`src/rtl/microwave_ctrl_timed.sv`:
```
// microwave_ctrl_timed: microwave oven controller with cook timer, tick prescaler, power duty cycle and bell
// All outputs decode from registered state/counters only, so there is no input-to-output path.
module microwave_ctrl_timed #(
    parameter int TIME_W      = 8,
    parameter int TICK_DIV    = 4,
    parameter int PWR_W       = 2,
    parameter int BELL_CYCLES = 3
) (
    input  logic              clk,
    input  logic              nrst,
    input  logic              door,
    input  logic              start,
    input  logic              cancel,
    input  logic              time_load,
    input  logic [TIME_W-1:0] time_in,
    input  logic [PWR_W-1:0]  power,
    output logic              heat,
    output logic              light,
    output logic              bell,
    output logic              busy,
    output logic [TIME_W-1:0] remaining
);
    localparam int PS_W = TICK_DIV > 1 ? $clog2(TICK_DIV) : 1;
    localparam int BW   = BELL_CYCLES > 1 ? $clog2(BELL_CYCLES) : 1;

    typedef enum logic [2:0] {IDLE, COOK, PAUSE, OPEN, DONE} state_t;

    state_t           state, state_n;
    logic [PWR_W-1:0] power_r, pwm_cnt;
    logic [PS_W-1:0]  presc;
    logic [BW-1:0]    bell_cnt;
    logic             wrap, last;

    assign wrap = presc == PS_W'(TICK_DIV - 1);
    assign last = bell_cnt == BW'(BELL_CYCLES - 1);

    always_ff @(posedge clk or negedge nrst) begin
        if (!nrst) begin
            state     <= IDLE;
            remaining <= '0;
            power_r   <= '0;
            presc     <= '0;
            pwm_cnt   <= '0;
            bell_cnt  <= '0;
        end else begin
            state <= state_n;
            case (state)
                IDLE, OPEN: begin
                    presc   <= '0;
                    pwm_cnt <= '0;
                    if (cancel) remaining <= '0;
                    else if (time_load) begin
                        remaining <= time_in;
                        power_r   <= power;
                    end
                end
                COOK: begin
                    bell_cnt <= '0;
                    if (cancel) remaining <= '0;
                    else if (!door) begin
                        presc     <= wrap ? '0 : presc + PS_W'(1);
                        pwm_cnt   <= pwm_cnt + PWR_W'(1);
                        remaining <= wrap ? remaining - TIME_W'(1) : remaining;
                    end
                end
                PAUSE: if (cancel) remaining <= '0;
                DONE: bell_cnt <= bell_cnt + BW'(1);
                default: ;
            endcase
        end
    end

    // Priority everywhere: cancel, then door, then start/tick.
    always_comb begin
        state_n = state;
        case (state)
            IDLE:  state_n = cancel ? IDLE : door ? OPEN :
                             (start && !time_load && remaining != '0) ? COOK : IDLE;
            OPEN:  state_n = (cancel || door) ? OPEN : IDLE;
            COOK:  state_n = cancel ? IDLE : door ? PAUSE :
                             (wrap && remaining == TIME_W'(1)) ? DONE : COOK;
            PAUSE: state_n = cancel ? (door ? OPEN : IDLE) : (!door && start) ? COOK : PAUSE;
            DONE:  state_n = cancel ? IDLE : door ? OPEN : last ? IDLE : DONE;
            default: state_n = IDLE;
        endcase
    end

    always_comb begin
        heat  = state == COOK && pwm_cnt <= power_r;
        light = state == COOK || state == PAUSE || state == OPEN;
        bell  = state == DONE;
        busy  = state == COOK || state == PAUSE;
    end
endmodule

```
`config.mk`:
```
export PLATFORM = sky130hd
export DESIGN_NAME = microwave_ctrl_timed
export DESIGN_NICKNAME = d
export VERILOG_FILES = /design/src/rtl/microwave_ctrl_timed.sv
export SDC_FILE = /design/constraint.sdc
export NUM_CORES = 1
export LEC_CHECK = 0
export CAP_MARGIN = 20
export CORE_ASPECT_RATIO = 0.5
export CORE_UTILIZATION = 51
export CTS_CLUSTER_SIZE = 8
export DETAILED_ROUTE_END_ITERATION = 8
export PLACE_DENSITY = 0.79
export SYNTH_ARGS = -nofsm -noshare
export SYNTH_HDL_FRONTEND = slang
export SYNTH_SLANG_ARGS = --single-unit
```
`constraint.sdc`:
```
create_clock -name clk -period 2.41 [get_ports clk]
set_clock_uncertainty 0.2 [all_clocks]
set_input_delay 0.723 -clock clk [delete_from_list [all_inputs] [get_ports clk]]
set_output_delay 0.723 -clock clk [all_outputs]
set_load 0.01 [all_outputs]
```
==> results.sh <==
export IMPL_grt_max_degree=20
export IMPL_dieArea_um2=2870
export IMPL_drtPass1Iterations=4
export IMPL_multi_input_area_um2=806
export IMPL_vias=1293
export IMPL_synth_warnings=0
export IMPL_cts_hold_buf=0
export IMPL_synth_async_reset_ratio_pct=100
export IMPL_crit_type="reg2out"
export IMPL_vias_per_cell=5.65
export IMPL_routed_wl_um=3390
export IMPL_dp_cells=224
export IMPL_highest_layer="met4"
export IMPL_grt_pass1_vias=1227
export IMPL_leakage_nw=0.823
export IMPL_synth_xor_area_share_pct=0.649
export IMPL_synthesis_nets=169
export IMPL_ys_types=46
export IMPL_drc=0
export IMPL_met3_length_um=133
export IMPL_hold_viol_final=0
export IMPL_postSynthAreaPerCell_um2=9.18
export IMPL_synth_flop_cell="dfrtp_1"
export IMPL_synthMuxAreaShare_pct=3.90
export IMPL_antenna_found_initial=0
export IMPL_n_fill_cell=183
export IMPL_cts_buffer_depth=2
export IMPL_initial_utilization_pct=57.2
export IMPL_grt_pass1_wl_um=5420
export IMPL_synth_top_family_by_area="compound AO/OA/AOI/OAI gates"
export IMPL_crit_fanout=6
export IMPL_fmax_ghz=0.428
export IMPL_outcome="finished clean"
export IMPL_cp_data_required_time_ns=1.49
export IMPL_drtIter0Drc=47
export IMPL_hold_class="reg2reg"
export IMPL_io_buffers=27
export IMPL_startpoint_type="flip-flop"
export IMPL_slew_headroom_pct=70.5
export IMPL_p_switching_mw=0.725
export IMPL_synth_most_common_cell="dfrtp_1"
export IMPL_power_density_nw_per_um2=974
export IMPL_cts_root_buffer="clkbuf_8"
export IMPL_final_layout_size_suffix_gt1_share_pct=21.6
export IMPL_synth_top_area_share_pct=35.3
export IMPL_synth_compound_area_share_pct=24.5
export IMPL_power_frac_seq_pct=31.3
export IMPL_yosysSeqAreaShare_pct=35.3
export IMPL_arrival_ns=1.41
export IMPL_combPwrFrac_pct=55.9
export IMPL_die_x_um=74.7
export IMPL_antenna_cells=0
export IMPL_gr_total_overflow=0
export IMPL_final_cell_count_no_fill=229
export IMPL_ant_nets=0
export IMPL_cts_tree="built"
export IMPL_dieHeight_um=38.4
export IMPL_p_sw_share_pct=40.3
export IMPL_syn_cell_area_um2=1350
export IMPL_rsz0062_at_grt="false"
export IMPL_synth_edf_count=0
export IMPL_finalPower_mw=1.80
export IMPL_syn2layout_area_growth_pct=36.8
export IMPL_synthTopCellsByArea="dfrtp_1 (35%), ha_1 (5.6%), a22o_1 (5.2%)"
export IMPL_htree_levels=1
export IMPL_routabilityCongestion=0.843
export IMPL_period_share_pct=96.8
export IMPL_yosys_top_cells_count="dfrtp_1 (19), inv_1 (10), o21ai_0 (10), a21oi_1 (9), nand2_1 (9)"
export IMPL_drt_met1_wl_um=1560
export IMPL_layout_min_cycle_time_ns=2.33
export IMPL_path_clk_slew_ns=0.07
export IMPL_hpwlAfterDp_um=2440
export IMPL_gr_usage_all_layers_pct=26.4
export IMPL_core_region_area_um2=2360
export IMPL_ys_ff_latch=19
export IMPL_clkLatencyLatePin_ns=0.26
export IMPL_dp_slack_ns=-0.182
export IMPL_nets=217
export IMPL_rows=12
export IMPL_regArea_um2=477
export IMPL_maxCapViolCount=0
export IMPL_final_util_pct=78.3
export IMPL_endpoint_kind="output port"
export IMPL_p_int_mw=1.07
export IMPL_cts_inserted_buffers=3
export IMPL_fin_ws_ns=0.0762
export IMPL_setup_tns_ns=0
export IMPL_yosys_area_share_simple_pct=23.9
export IMPL_route_met2_wl_um=1690
export IMPL_ir_worst_vdd_mv=0.528
export IMPL_drt_wirelength_per_cell_um=14.8
export IMPL_cts_sinks=19
export IMPL_pwr_share_clk_pct=12.8
export IMPL_drv_slew=0
export IMPL_synth_top_cell_by_area="dfrtp_1"
export IMPL_setup_viol=0
export IMPL_synth_adder_area_share_pct=5.57
export IMPL_syn_inst=147
export IMPL_tightest_slew_ns=0.437
export IMPL_io_pins=28
-- cells in the final DEF (no fill, tap or decap), types with 2 or more instances in the layout --
master	synthesis	layout
o21ai_1	2	2
inv_1	10	9
o211ai_1	2	2
nand2b_1	4	4
nand2_1	9	9
o31ai_1	2	2
mux2i_1	3	3
or3_1	2	2
clkbuf_8	0	3
dfrtp_1	19	18
nand4_1	2	2
ha_1	6	5
o21ai_0	10	10
inv_2	1	2
dlygate4sd2_1	0	3
nand3_1	7	7
a21oi_1	9	8
or2_1	2	2
a22oi_1	3	3
a22o_1	8	8
mux2_2	2	2
clkdlybuf4s50_1	0	22
nor2b_1	2	2
nor3_1	5	5
o2bb2ai_1	3	3
buf_4	1	21
a31oi_1	2	2
nor2_1	8	8
-- metal layers --
| layer | GRT usage [%] | vias to the layer above |
|---|---|---|
| li1 | - | 638 |
| met1 | 30.9 | 621 |
| met2 | 50.5 | 32 |
| met3 | 6.58 | 2 |
| met4 | 3.77 | 0 |
| met5 | 0 | - |
-- power groups by stage --
stage               Sequential (mW)  Clock, mW  Combinational, mW
floorplan                     0.576          0              0.564
global placement              0.570          0              0.943
detailed placement            0.574          0              0.966
CTS                           0.560      0.235              0.991
global route                  0.583      0.244               1.10
finish                        0.563      0.230               1.01
-- timing repair --
item | CTS | global route
pin swaps | 0 | 3
gates resized for setup | 9 | 4
endpoints found under the hold margin | 0 | 0
buffers inserted | 1 | 0
endpoints found under the setup margin | 4 | 2
gates cloned | 0 | 0
-- kinds of logic after synthesis --
group	count (synthesis)
compound gates	47
xor+xnor	1
fa+ha+maj	6
buf+inv	17
flops	19
mux	5
simple gates	52
-- critical path: stages, from the launching register on --
cell and delay, ns:
dfrtp_2 0.41, buf_4 0.16, buf_4 0.14, nor3_1 0.16, dlygate4sd2_1 0.28
-- final cells by class --
| type | count | share of cell area [%] |
|---|---|---|
| multi-input combinational | 111 | 43.7 |
| sequential | 19 | 25.8 |
| timing repair buffer | 49 | 23.5 |
| inverter | 11 | 2.24 |
| tap | 35 | 2.37 |
| clock buffer | 4 | 2.44 |
-- final timing paths --
kind	from	endpoint	slack [ns]	cells after the start
min in group asynchronous	nrst	remaining[2]	0.60	2
hold reg to reg	presc[1]	presc[1]	0.32	2
setup / recovery	state[0]	bell	0.08	4
max in group asynchronous	nrst	state[0]	1.17	2
setup reg to reg	remaining[0]	remaining[6]	0.44	6
hold / removal	presc[1]	presc[1]	0.32	2
-- through the flow --
stage	instance area [µm²]	hold WS, ns
global placement	1780	0.290
CTS	1830	0.324
global route	1850	0.358
finish	1850	0.323
detailed placement	1780	0.296
floorplan	1350	0.227
-- sequential cells by signal, indices dropped and copies added (netlist names) --
| name | count |
|---|---|
| remaining | 8 |
| state | 3 |
| bell_cnt | 2 |
| power_r | 2 |
| presc | 2 |
| pwm_cnt | 2 |
Note: power is estimated with default switching activity, not from simulation.
